[config.mk]
export PLATFORM = sky130hd
export DESIGN_NAME = fetch_pc_gen
export DESIGN_NICKNAME = d
export VERILOG_FILES = /design/src/rtl/fetch_pc_gen_pkg.sv /design/src/rtl/pred_fifo.sv /design/src/rtl/fetch_pc_gen.sv
export SDC_FILE = /design/constraint.sdc
export NUM_CORES = 1
export LEC_CHECK = 0
export BUFFER_PORTS_ARGS = -buffer_cell sky130_fd_sc_hd__buf_2
export CAP_MARGIN = 0
export CORE_MARGIN = 2
export CORE_UTILIZATION = 55
export DETAILED_ROUTE_END_ITERATION = 10
export MAX_ROUTING_LAYER = met4
export PLACE_DENSITY = 0.88
export REMOVE_ABC_BUFFERS = 1
export SLEW_MARGIN = 20
export SYNTH_ARGS = -nofsm -noshare
export SYNTH_HDL_FRONTEND = slang
export SYNTH_HIERARCHICAL = 1
export SYNTH_SLANG_ARGS = --single-unit
[constraint.sdc]
create_clock -name clk -period 5.62 [get_ports clk]
set_input_delay 1.124 -clock clk [delete_from_list [all_inputs] [get_ports clk]]
set_output_delay 1.124 -clock clk [all_outputs]
set_load 0.005 [all_outputs]
[src/rtl/fetch_pc_gen_pkg.sv]
// Shared fetch-stage constants and the prediction-queue entry layout.
package fetch_pc_gen_pkg;

   localparam int unsigned ADDR_WIDTH  = 32;
   localparam logic [ADDR_WIDTH-1:0] RESET_PC = 32'h1c00_0000;
   localparam int unsigned INSTR_BYTES = 4;

   // One recorded prediction: fetch PC, taken flag, and the PC fetched next.
   typedef struct packed {
      logic [ADDR_WIDTH-1:0] pc;
      logic                  taken;
      logic [ADDR_WIDTH-1:0] target;
   } pred_entry_t;

endpackage

[src/rtl/pred_fifo.sv]
// Small synchronous FIFO with flush; head entry is visible combinationally.
module pred_fifo
   import fetch_pc_gen_pkg::*;
#(
   parameter int unsigned Width = 8,
   parameter int unsigned Depth = 4
) (
   input  logic             clk,
   input  logic             rst,
   input  logic             flush,
   input  logic             push,
   input  logic [Width-1:0] push_data,
   input  logic             pop,
   output logic [Width-1:0] head_data,
   output logic             full,
   output logic             empty
);

   localparam int unsigned PtrW = $clog2(Depth);
   localparam logic [PtrW:0] FullCnt = (PtrW + 1)'(Depth);

   logic [PtrW-1:0]  wr_ptr_q;
   logic [PtrW-1:0]  rd_ptr_q;
   logic [PtrW:0]    cnt_q;
   logic [Width-1:0] mem_q [Depth];
   logic             do_push;
   logic             do_pop;

   assign full      = (cnt_q == FullCnt);
   assign empty     = (cnt_q == '0);
   assign do_push   = push & ~full;
   assign do_pop    = pop & ~empty;
   assign head_data = mem_q[rd_ptr_q];

   // Pointer, count and storage update; flush drops everything queued this cycle too.
   always_ff @(posedge clk) begin
      if (rst) begin
         wr_ptr_q <= '0;
         rd_ptr_q <= '0;
         cnt_q    <= '0;
         for (int i = 0; i < Depth; i++) begin
            mem_q[i] <= '0;
         end
      end else if (flush) begin
         wr_ptr_q <= '0;
         rd_ptr_q <= '0;
         cnt_q    <= '0;
      end else begin
         if (do_push) begin
            mem_q[wr_ptr_q] <= push_data;
            wr_ptr_q        <= wr_ptr_q + PtrW'(1);
         end
         if (do_pop) begin
            rd_ptr_q <= rd_ptr_q + PtrW'(1);
         end
         if (do_push && !do_pop) begin
            cnt_q <= cnt_q + (PtrW + 1)'(1);
         end else if (!do_push && do_pop) begin
            cnt_q <= cnt_q - (PtrW + 1)'(1);
         end
      end
   end

endmodule

[src/rtl/fetch_pc_gen.sv]
// Fetch PC register and next-PC select, recording each fetch's prediction in order.
module fetch_pc_gen #(
   parameter int unsigned            ADDR_WIDTH = fetch_pc_gen_pkg::ADDR_WIDTH,
   parameter logic [ADDR_WIDTH-1:0]  RESET_PC   = fetch_pc_gen_pkg::RESET_PC,
   parameter int unsigned            PQ_DEPTH   = 4
) (
   input  logic                  clk,
   input  logic                  rst,
   output logic                  if_valid,
   input  logic                  if_ready,
   output logic [ADDR_WIDTH-1:0] if_pc,
   output logic [ADDR_WIDTH-1:0] bpu_pc,
   input  logic                  bpu_branch,
   input  logic [ADDR_WIDTH-1:0] bpu_ppc,
   input  logic                  excp_valid,
   input  logic [ADDR_WIDTH-1:0] excp_pc,
   input  logic                  redirect_valid,
   input  logic [ADDR_WIDTH-1:0] redirect_pc,
   input  logic                  rs_pop,
   output logic [ADDR_WIDTH-1:0] rs_pc,
   output logic                  rs_pred_taken,
   output logic [ADDR_WIDTH-1:0] rs_pred_target,
   output logic                  pq_empty,
   output logic                  pq_full
);

   import fetch_pc_gen_pkg::*;

   localparam int unsigned EntryW = 2 * ADDR_WIDTH + 1;

   logic                  rst_q;
   logic [ADDR_WIDTH-1:0] pc_q;
   logic [ADDR_WIDTH-1:0] pc_d;
   logic [ADDR_WIDTH-1:0] pc_seq;
   logic [ADDR_WIDTH-1:0] pred_target;
   logic                  flush;
   logic                  fire;
   logic [EntryW-1:0]     push_data;
   logic [EntryW-1:0]     head_data;

   // Instructions are word aligned, so the low two bits never reach the fetch port.
   function automatic logic [ADDR_WIDTH-1:0] align_pc(input logic [ADDR_WIDTH-1:0] pc);
      return pc & ~ADDR_WIDTH'(3);
   endfunction

   assign flush       = excp_valid | redirect_valid;
   assign if_valid    = ~rst_q & ~pq_full & ~flush;
   assign fire        = if_valid & if_ready;
   assign pc_seq      = pc_q + ADDR_WIDTH'(INSTR_BYTES);
   assign pred_target = bpu_branch ? bpu_ppc : pc_seq;
   assign if_pc       = pc_q;
   assign bpu_pc      = pc_q;
   assign push_data   = {pc_q, bpu_branch, pred_target};

   assign rs_pc          = head_data[EntryW-1 -: ADDR_WIDTH];
   assign rs_pred_taken  = head_data[ADDR_WIDTH];
   assign rs_pred_target = head_data[ADDR_WIDTH-1:0];

   // Next-PC select: exception, then mispredict, then predictor/sequential on fire, else hold.
   always_comb begin
      pc_d = pc_q;
      if (excp_valid) begin
         pc_d = align_pc(excp_pc);
      end else if (redirect_valid) begin
         pc_d = align_pc(redirect_pc);
      end else if (fire) begin
         pc_d = align_pc(pred_target);
      end
   end

   // PC register; rst_q keeps fetch quiet until the cycle after reset is released.
   always_ff @(posedge clk) begin
      if (rst) begin
         rst_q <= 1'b1;
         pc_q  <= RESET_PC;
      end else begin
         rst_q <= 1'b0;
         pc_q  <= pc_d;
      end
   end

   pred_fifo #(
      .Width (EntryW),
      .Depth (PQ_DEPTH)
   ) u_pred_fifo (
      .clk       (clk),
      .rst       (rst),
      .flush     (flush),
      .push      (fire),
      .push_data (push_data),
      .pop       (rs_pop),
      .head_data (head_data),
      .full      (pq_full),
      .empty     (pq_empty)
   );

endmodule

Word level (Yosys, flattened, before mapping). Memory sizes are Yosys's and may differ from the RTL's. A register that Yosys moved wholly into a read port is not among the register bits. Cells that the tools add are included.

Output and inout port bits: 132. Logic and storage cells: 48. Memories: 1. Register bits after elaboration: 38. RAM bits: 252.

Bitwise gates (word level): 10. Eq/ne operators: 1. Add/subtract/negate cells: 5. Reduce and logical (&&, ||, !) cells: 9. Multiplexer cells: 17.

Memory list: u_pred_fifo.mem_q (words 4, width 63, rd ports 1, clocked after memory_dff 1, write ports 4, line pred_fifo.sv:25) `logic [Width-1:0] mem_q [Depth];`.

Operators by type and width (count): 32-bit two-way mux (4); 63-bit two-way mux (1); 63-bit OR reduction (1); 32-bit by 3-bit adder with 32-bit output (second input constant) (1); 1-bit two-way mux (7); 2-bit two-way mux (3); 3-bit two-way mux (2); 1-bit bitwise AND (5); 2-bit by 1-bit adder with 2-bit output (second input constant) (2); 1-bit inverter (4); 3-bit by 1-bit adder with 3-bit output (second input constant) (1); 3-bit == test (second input constant) (1); 3-bit logical NOT (1); 3-bit nonzero test (1); 3-bit by 1-bit subtractor with 3-bit output (second input constant) (1); 1-bit logical AND (2); 1-bit logical NOT (2); 2-bit nonzero test (1); 2-bit OR reduction (1); 1-bit bitwise OR (1).

Longest topological paths before layout. Gate-level depths: netlist of run 1.

Depth in word-level cells: 12. Depth in mapped cells: 11. Depth with buffers taken out: 11.

Modules after synthesis. The synthesis of run 1 kept the hierarchy.

By module, submodules not included: pred_fifo (area an instance 11654.9 sq um, instances 1, cells an instance 676, sequential area each 7987.7 sq um); fetch_pc_gen (area an instance 3241.9 sq um, instances 1, cells an instance 466, sequential area each 620.6 sq um).

Worst setup path before layout of run 1. No wires, ideal clock.

Path kind: in2reg. From: in if_ready. To: mem u_pred_fifo/mem_q[3][0] (netlist name) (enable). Setup slack: 1631 ps. Stages on the path: 5. Library setup time: 426 ps. Path buffers: 0. Arrival: 3563 ps. Cells stage by stage: nor3b_1 -> nand2_1 -> inv_1 -> nor2b_1 -> a41o_1.

RTL lines: from (decl) (line fetch_pc_gen.sv:10) `input logic if_ready,`; to (decl) (line pred_fifo.sv:25).

==> summary.txt, run 1 <==
Yosys
  • Sequential-to-total area share from yosys stat: 57.8%
  • EDFF count, synth: 260
  • YS warnings: 6
  • Syn Inst Count: 1142
  • Cell taking the most area after synthesis: edfxtp_1
  • Yosys top cell area share: 52.4%
  • Ys async rst share: 0%
  • Syn_area_per_cell: 13.0 sq um
  • Synth Register Bits: 300
  • Top cells by area, synth: edfxtp_1 52%, and2_1 11%, mux4_2 9.8%
  • Cell variety after synth: 70
  • Mapped Area: 0.0149 sq mm
  • Synth Flop Type: edfxtp_1

Critical path
  • Worst Setup Path Type: reg -> out
  • Critical Path Max Stage Delay: 0.71 ns
  • Reg-to-Reg Start: u_pred_fifo/cnt_q[0]$_SDFFE_PP0P_
  • Worst setup EP type: output port
  • Crit Path Max Fanout: 27
  • Worst Path Arrival: 2.58 ns
  • Slowest cell on the critical path: dfxtp_4
  • CP startpoint kind: flip-flop
  • CP delay by family, top: buffers and inverters
  • Crit-path cells: buf_12 > buf_4 > mux4_2 > buf_2
  • WP data required: 4.50 ns
  • WP buf/inv: 3

Floorplanning
  • Core Rows: 60
  • Io pins: 235
  • Die Wd: around 170 microns
  • Die span in y: 169 microns
  • Die area: 0.0284 sq mm
  • Core region area: 0.0268 sq mm
  • Initial Util: 55.6%

Drt
  • DRC Markers: 0
  • DRT iter0 DRCs: 1288
  • Final wirelength: 39.2 mm
  • Top Metal Used: met4
  • Drt via density: 6.12
  • DR WL met2: between 15 and 20 mm
  • 1st-pass router iterations: 5
  • Wire length per cell: 23.3 microns
  • Detail Route Antenna Nets: 0
  • Vias post-DR: 10300
  • M1 WL: 14.9 mm
  • Routed met3 length: 3.96 mm

Global routing
  • Initial antenna violation count: 0
  • Gr usage total: 28.2%
  • Global-route wire length before repair: roughly 60 mm
  • Vias in the first global route: 9993
  • Pin count of the biggest net entering global routing: 67
  • Remaining Overflow, GRT: 0

Power and ir drop
  • Worst vdd ir: 197 uV
  • Power per cell area: 284 mW/mm^2
  • Leakage: 0.00651 uW

Clock tree
  • TritonCTS buffer count: 30
  • Clock Tree Buf Depth: 3
  • Clock latency on the worst-skew pair: between 0.5 and 0.6 ns
  • Reg clk slew, reported paths: 0.06 ns
  • H-tree depth: 1
  • Setup Fix Bufs, Post-CTS: 0
  • CTS tree: built
  • Clock root cell: clkbuf_16
  • Hold_buf cts: 0
  • Sink Count: 300
  • Post-CTS sizing: 0

STA
  • Max Freq: 270 MHz
  • Final worst-path setup slack: 1.92 ns
  • Slew Limit Fails: 0
  • Relative slew slack: 24.3%
  • Final Hold Vio Count: 0
  • Setup-failing EPs final: 0
  • Setup TNS: 0 ns
  • Final min period: 3.70 ns
  • Tcrit/Tclk final: ~66%
  • Unrepaired setup endpoints after global routing: no
  • Slew @ Worst Pin: 1.14 ns
  • Layout Skew: approximately 0.013 ns

Placed design
  • Placed cell areas: 0.0160 sq mm
  • Port Buffer Count: ~230
  • Post-DP HPWL: 24.3 mm
  • RePlAce Congestion: approximately 0.92
  • Worst slack, placed: ~1.5 ns

Min path
  • Worst Hold Class: reg -> reg
  • Worst hold start: u_pred_fifo/cnt_q[2]$_SDFFE_PP0P_

Job
  • Max cap viols: 0

Final layout
  • Area delta synth->final: 13.7%
  • Layout cells sized above 1: around 28%
  • Fin area: 0.0169 sq mm
  • ANT cells: 0
  • Layout fillers: 1995
  • Final Net Count: roughly 1400
  • Final core utilization: a little over three fifths

Status
  • Outcome: finished, final reports clean
final timing paths:
| kind | slack, ns | depth (start not counted) | to |
|---|---|---|---|
| hold reg to reg | 0.54 | 2 | u_pred_fifo/cnt_q[2]$_SDFFE_PP0P_ |
| setup reg to reg | 2.11 | 8 | u_pred_fifo/mem_q[0][52]$_SDFFCE_PN0P_ |
| setup / recovery | 1.92 | 4 | rs_pred_target[14] |
| hold / removal | 0.54 | 2 | u_pred_fifo/cnt_q[2]$_SDFFE_PP0P_ |
registers in the layout, indices dropped and copies added, names as in the netlist, named ones only:
name and flops:
bpu_pc 30, rst_q 1, u_pred_fifo/cnt_q 3, u_pred_fifo/mem_q 260, u_pred_fifo/rd_ptr_q 2, u_pred_fifo/wr_ptr_q 2
synthesized netlist by cell type (3+ instances only):
cell type    n
dfxtp_1     40
inv_1       14
edfxtp_1   260
nand4_1     10
xnor2_1      9
o31ai_1      5
a22oi_1      7
nand3_1     26
mux2i_1      7
mux4_2      65
buf_2       13
o21a_1       6
or3_1        6
a211oi_1     7
nor2b_1      3
o221ai_1     4
a221oi_1    10
or2_2        3
o22ai_1      9
nor4_1       7
a31oi_1      6
and2_1     267
buf_6       11
mux2_2       5
nor2_1      41
clkbuf_2    10
and3_1       6
nand2_1     48
a21oi_1     33
xor2_1      19
o211ai_1     5
nand2b_1     5
clkbuf_1    38
o21ai_0     35
nor3_1      15
buf_1        5
o21ai_1      3
buf_4       36
per-stage QoR:
stage               total power, uW  hold WS (ns)  cells
global placement               2970         0.498   1624
CTS                            4820         0.538   1680
global route                   4950         0.556   1681
detailed placement             2990         0.522   1624
floorplan                      2770         0.485   1040
finish                         4810         0.543   1681
layer usage:
metal	global-route usage, %	vias up
li1	-	4508
met2	45.9	657
met4	7.57	0
met3	5.24	82
met1	37.0	5039
met5	-	-
kinds of logic after synthesis:
logic type               synth area share, %
multiplexers                            10.7
flip-flops                              57.8
AO/OA/AOI/OAI                           6.28
AND/OR/NAND/NOR                         18.4
adder cells (fa/ha/maj)                0.302
other                                 0.0252
XOR/XNOR                                1.65
buffers and inverters                   4.85
worst reg2reg max path, delay by kind of cell (launching register included):
kind                   cells  cell delay [ns]
buffers and inverters      2             0.77
flip-flops                 1             0.50
AND/OR/NAND/NOR            6             1.94
final cells by class:
type,count,area (sq um),area share (%)
clock buffer,41,843,4.98
clock inverter,15,67.6,0.399
inverter,14,52.6,0.310
multi-input combinational,726,5650,33.3
sequential,300,8620,50.8
tap,341,427,2.52
timing repair buffer,244,1290,7.62
placed cells by master, fill, tap and decap left out, drive strengths merged, types with 15 or more instances in the layout:
cell type | Yosys | final
xor2 | 19 | 19
a21oi | 33 | 33
and2 | 268 | 268
clkbuf | 48 | 41
nand2 | 48 | 48
buf | 65 | 244
nand3 | 28 | 28
o21ai | 38 | 38
mux4 | 65 | 65
nor3 | 15 | 15
edfxtp | 260 | 260
nor2 | 41 | 41
dfxtp | 40 | 40
clkinv | 0 | 15
power breakdown:
part	internal [uW]	switching, uW	leakage, uW
Sequential	2500	82.0	0.00301
Combinational	148	219	0.00306
Clock	1040	822	0.000448
Note: power is estimated with default switching activity, not from simulation.
==> run 2, diff against run 1 <==
- CORE_UTILIZATION: 55 -> 52
- PLACE_DENSITY: 0.88 -> 0.87
- clock period: 5.62 -> 3.25 ns (I/O delays scaled with it)
==> run 2 against run 1 <==
Combinational power increased by 94%. First-iteration DRC count shrank 0.16%. Clock power rose by 92%. Routed wire length grew 2.5%. Setup slack got worse by 1.6 ns. Utilization down 0.96 points. Cell count rose by 4.0%. Global-route usage shrank 1.1 points. Via count grew 1.4%. Sequential power up 72%. Flip-flop and latch count unchanged. Critical path depth up 4.
==> summary.txt, run 2 (synthesized netlist as in run 1, its figures left out) <==
Power and ir drop
  • Switching Share: 22.8% (was 23.4%)
  • Clock group share of total power: 41.1% (was 38.7%)
  • Logic pwr share: 8.2% (was 7.6%)
  • Power per cell area: 500 mW/mm^2 (was 284 mW/mm^2)
  • Sw Pwr: 1990 uW (was 1120 uW)
  • Worst vdd ir: 406 uV (was 197 uV)
  • Leakage: 0.00675 uW (was 0.00651 uW)
  • Pint: 6740 uW (was 3690 uW)
  • Reg power frac: 50.8% (was 53.6%)

Drt
  • Detail Route Antenna Nets: 0 (unchanged)
  • Final wirelength: 40.2 mm (was 39.2 mm)
  • Drt via density: 5.97 (was 6.12)
  • DRT iter0 DRCs: 1286 (was 1288)
  • Wire length per cell: 23.0 microns (was 23.3 microns)
  • Vias post-DR: 10400 (was 10300)
  • 1st-pass router iterations: 5 (unchanged)
  • DRC Markers: 0 (unchanged)

STA
  • Hold WS: 0.335 ns (was 0.543 ns)
  • Final min period: 2.97 ns
  • Tcrit/Tclk final: around nine tenths
  • Final Hold Vio Count: 0 (unchanged)
  • Unrepaired setup endpoints after global routing: no (unchanged)
  • Max Freq: roughly 340 MHz
  • Slew Limit Fails: 0 (unchanged)
  • Slew @ Worst Pin: 0.745 ns (was 1.14 ns)
  • Setup TNS: 0 ns (unchanged)
  • Final worst-path setup slack: 0.284 ns (was 1.92 ns)
  • Setup-failing EPs final: 0 (unchanged)
  • Layout Skew: 0.0213 ns (was 0.0130 ns)
  • Relative slew slack: 50.3% (was 24.3%)

Clock tree
  • CTS tree: built (unchanged)
  • Hold_buf cts: 0 (unchanged)
  • Reg clk slew, reported paths: 0.06 ns (about the same)
  • Clock Tree Buf Depth: 3 (unchanged)
  • TritonCTS buffer count: 30 (unchanged)
  • Post-CTS sizing: 0 (unchanged)
  • Setup Fix Bufs, Post-CTS: 0 (unchanged)
  • H-tree depth: 1 (unchanged)
  • Clock root cell: clkbuf_16 (unchanged)
  • Sink Count: 300 (unchanged)
  • Clock latency on the worst-skew pair: 0.56 ns (about the same)

Min path
  • Hold EP: bpu_pc[28]$_SDFFE_PP1P_ (was u_pred_fifo/cnt_q[2]$_SDFFE_PP0P_)
  • Worst Hold Class: in -> reg (was reg -> reg)
  • Hold Path Stages: 3 (was 2)
  • Worst hold start: redirect_pc[28] (was u_pred_fifo/cnt_q[2]$_SDFFE_PP0P_)

Critical path
  • Worst Setup Path Type: reg -> reg (was reg -> out)
  • Reg-to-Reg Start: u_pred_fifo/cnt_q[0]$_SDFFE_PP0P_ (unchanged)
  • Crit Path Max Fanout: 54 (was 27)
  • Reg2Reg Depth: 8 (unchanged)
  • Worst setup EP type: flip-flop (was output port)
  • Crit-path cells: nor3b_4 > nor3b_2 > nand2_1 > inv_1 > or3b_4 > nor4b_4 > or2_4 > buf_12 (was buf_12 > buf_4 > mux4_2 > buf_2)
  • Slowest cell on the critical path: dfxtp_1 (was dfxtp_4)
  • Crit path from: u_pred_fifo/cnt_q[0]$_SDFFE_PP0P_
  • Critical Path Max Stage Delay: 0.49 ns (was 0.71 ns)
  • CP startpoint kind: flip-flop (unchanged)
  • CP delay by family, top: simple AND/OR/NAND/NOR gates (was buffers and inverters)
  • WP buf/inv: 2 (was 3)
  • WP data required: 3.45 ns (was 4.50 ns)
  • Worst Path Arrival: 3.16 ns (was 2.58 ns)
  • Setup slack, reg-to-reg: 0.28 ns (was 2.11 ns)
  • R2R Path End: u_pred_fifo/mem_q[2][20]$_SDFFCE_PN0P_ (was u_pred_fifo/mem_q[0][52]$_SDFFCE_PN0P_)

Final layout
  • Max FFs per register: 260 (unchanged)
  • Top reg by flops: u_pred_fifo/mem_q (unchanged)
  • Layout cells sized above 1: 29.9% (was 28.2%)
  • Commonest non-fill, non-tap cell in the layout: and2_1 (unchanged)
  • Area delta synth->final: 17.1% (was 13.7%)
  • Layout fillers: 2125 (was 1995)
  • Commonest cells after routing, fill and taps aside: 267 x and2_1, 260 x edfxtp_1, 226 x buf_2, 65 x mux4_2, 48 x nand2_1 (unchanged)
  • Final Net Count: 1451 (was 1422)

Placed design
  • Worst slack, placed: 0.248 ns (was 1.52 ns)
  • Post-DP HPWL: 25.6 mm (was 24.3 mm)
  • Port Buffer Count: 226 (unchanged)
  • RePlAce Congestion: 0.896 (was 0.916)

Global routing
  • Vias in the first global route: 10100 (was 9993)
  • Pin count of the biggest net entering global routing: 67 (unchanged)
  • Remaining Overflow, GRT: 0 (unchanged)
  • Initial antenna violation count: 1 (was 0)
  • Gr usage total: 27.1% (was 28.2%)
  • Global-route wire length before repair: 59.9 mm (was 58.6 mm)

Status
  • Outcome: finished, final reports clean (unchanged)

Floorplanning
  • Io pins: 235 (unchanged)
  • Die Wd: 173 microns (was 169 microns)
  • Die area: 0.0300 sq mm (was 0.0284 sq mm)
  • Core region area: 0.0280 sq mm (was 0.0268 sq mm)
  • Core Rows: 61 (was 60)
  • Initial Util: 53.2% (was 55.6%)
  • Die span in y: 173 microns (was 169 microns)

Job
  • Max cap viols: 0 (unchanged)
run 2: cell types whose count changed in the layout (fill, tap and decap cells not counted), sizes merged:
cell and delta:
inv +1, buf +29, diode +1, clkbuf -4
clkinvlp +1, bufinv +5, clkinv -3
run 2: cell type report:
cell class / instances / area [sq um] / area share, %
Clock buffer: 37 / 798 / 4.58
Multi-Input combinational cell: 726 / 5650 / 32.4
Sequential cell: 300 / 8620 / 49.4
Antenna cell: 1 / 2.50 / 0.0143
Tap cell: 378 / 473 / 2.71
Timing Repair Buffer: 273 / 1630 / 9.37
Inverter: 14 / 52.6 / 0.301
Clock inverter: 19 / 218 / 1.25
run 2: through the flow:
stage	instance area [sq um]	util [%]	instances	total power, uW
2_1_floorplan	14300	-	1040	4790
3_3_place_gp	16400	58.6	1691	5180
3_5_place_dp	16400	58.6	1691	5210
4_1_cts	17400	62.3	1747	8730
5_1_grt	17400	62.3	1748	8970
6_report	17400	62.3	1748	8720
run 2: power groups by stage:
| stage | combinational, uW | clock [uW] | sequential (uW) |
|---|---|---|---|
| final | 713 | 3580 | 4430 |
| after floorplan | 296 | 0 | 4500 |
| after detailed placement | 702 | 0 | 4510 |
| after global placement | 688 | 0 | 4490 |
| after global routing | 763 | 3760 | 4440 |
| after CTS | 707 | 3600 | 4430 |
run 2: how the worst max path moves through the flow:
| stage | end | slack [ns] | depth (start not counted) |
|---|---|---|---|
| 5_1_grt | u_pred_fifo/mem_q[2][20]$_SDFFCE_PN0P_ | 0.18 | 8 |
| 6_report | u_pred_fifo/mem_q[2][20]$_SDFFCE_PN0P_ | 0.28 | 8 |
| 4_1_cts | u_pred_fifo/mem_q[2][49]$_SDFFCE_PN0P_ | 0.36 | 8 |
| 2_1_floorplan | u_pred_fifo/mem_q[0][0]$_SDFFCE_PN0P_ | -2.67 | 6 |
| 3_3_place_gp | u_pred_fifo/mem_q[2][41]$_SDFFCE_PN0P_ | 0.27 | 8 |
| 3_5_place_dp | u_pred_fifo/mem_q[2][40]$_SDFFCE_PN0P_ | 0.25 | 8 |
run 2: worst min-delay path: stages:
cell and delay, ns:
buf_2 0.07, a221oi_1 0.06, o21ai_0 0.07
run 2: per-layer routing:
metal / up-vias / wire length, microns / track usage (%) / part of all wire, %
met2: 696 / 19500 / 43.4 / 48
met3: 75 / 4800 / 6.21 / 12
li1: 4585 / - / - / -
met1: 5079 / 15000 / 35.7 / 37
met4: 0 / 929 / 6.18 / 2.3
met5: - / 0 / - / 0
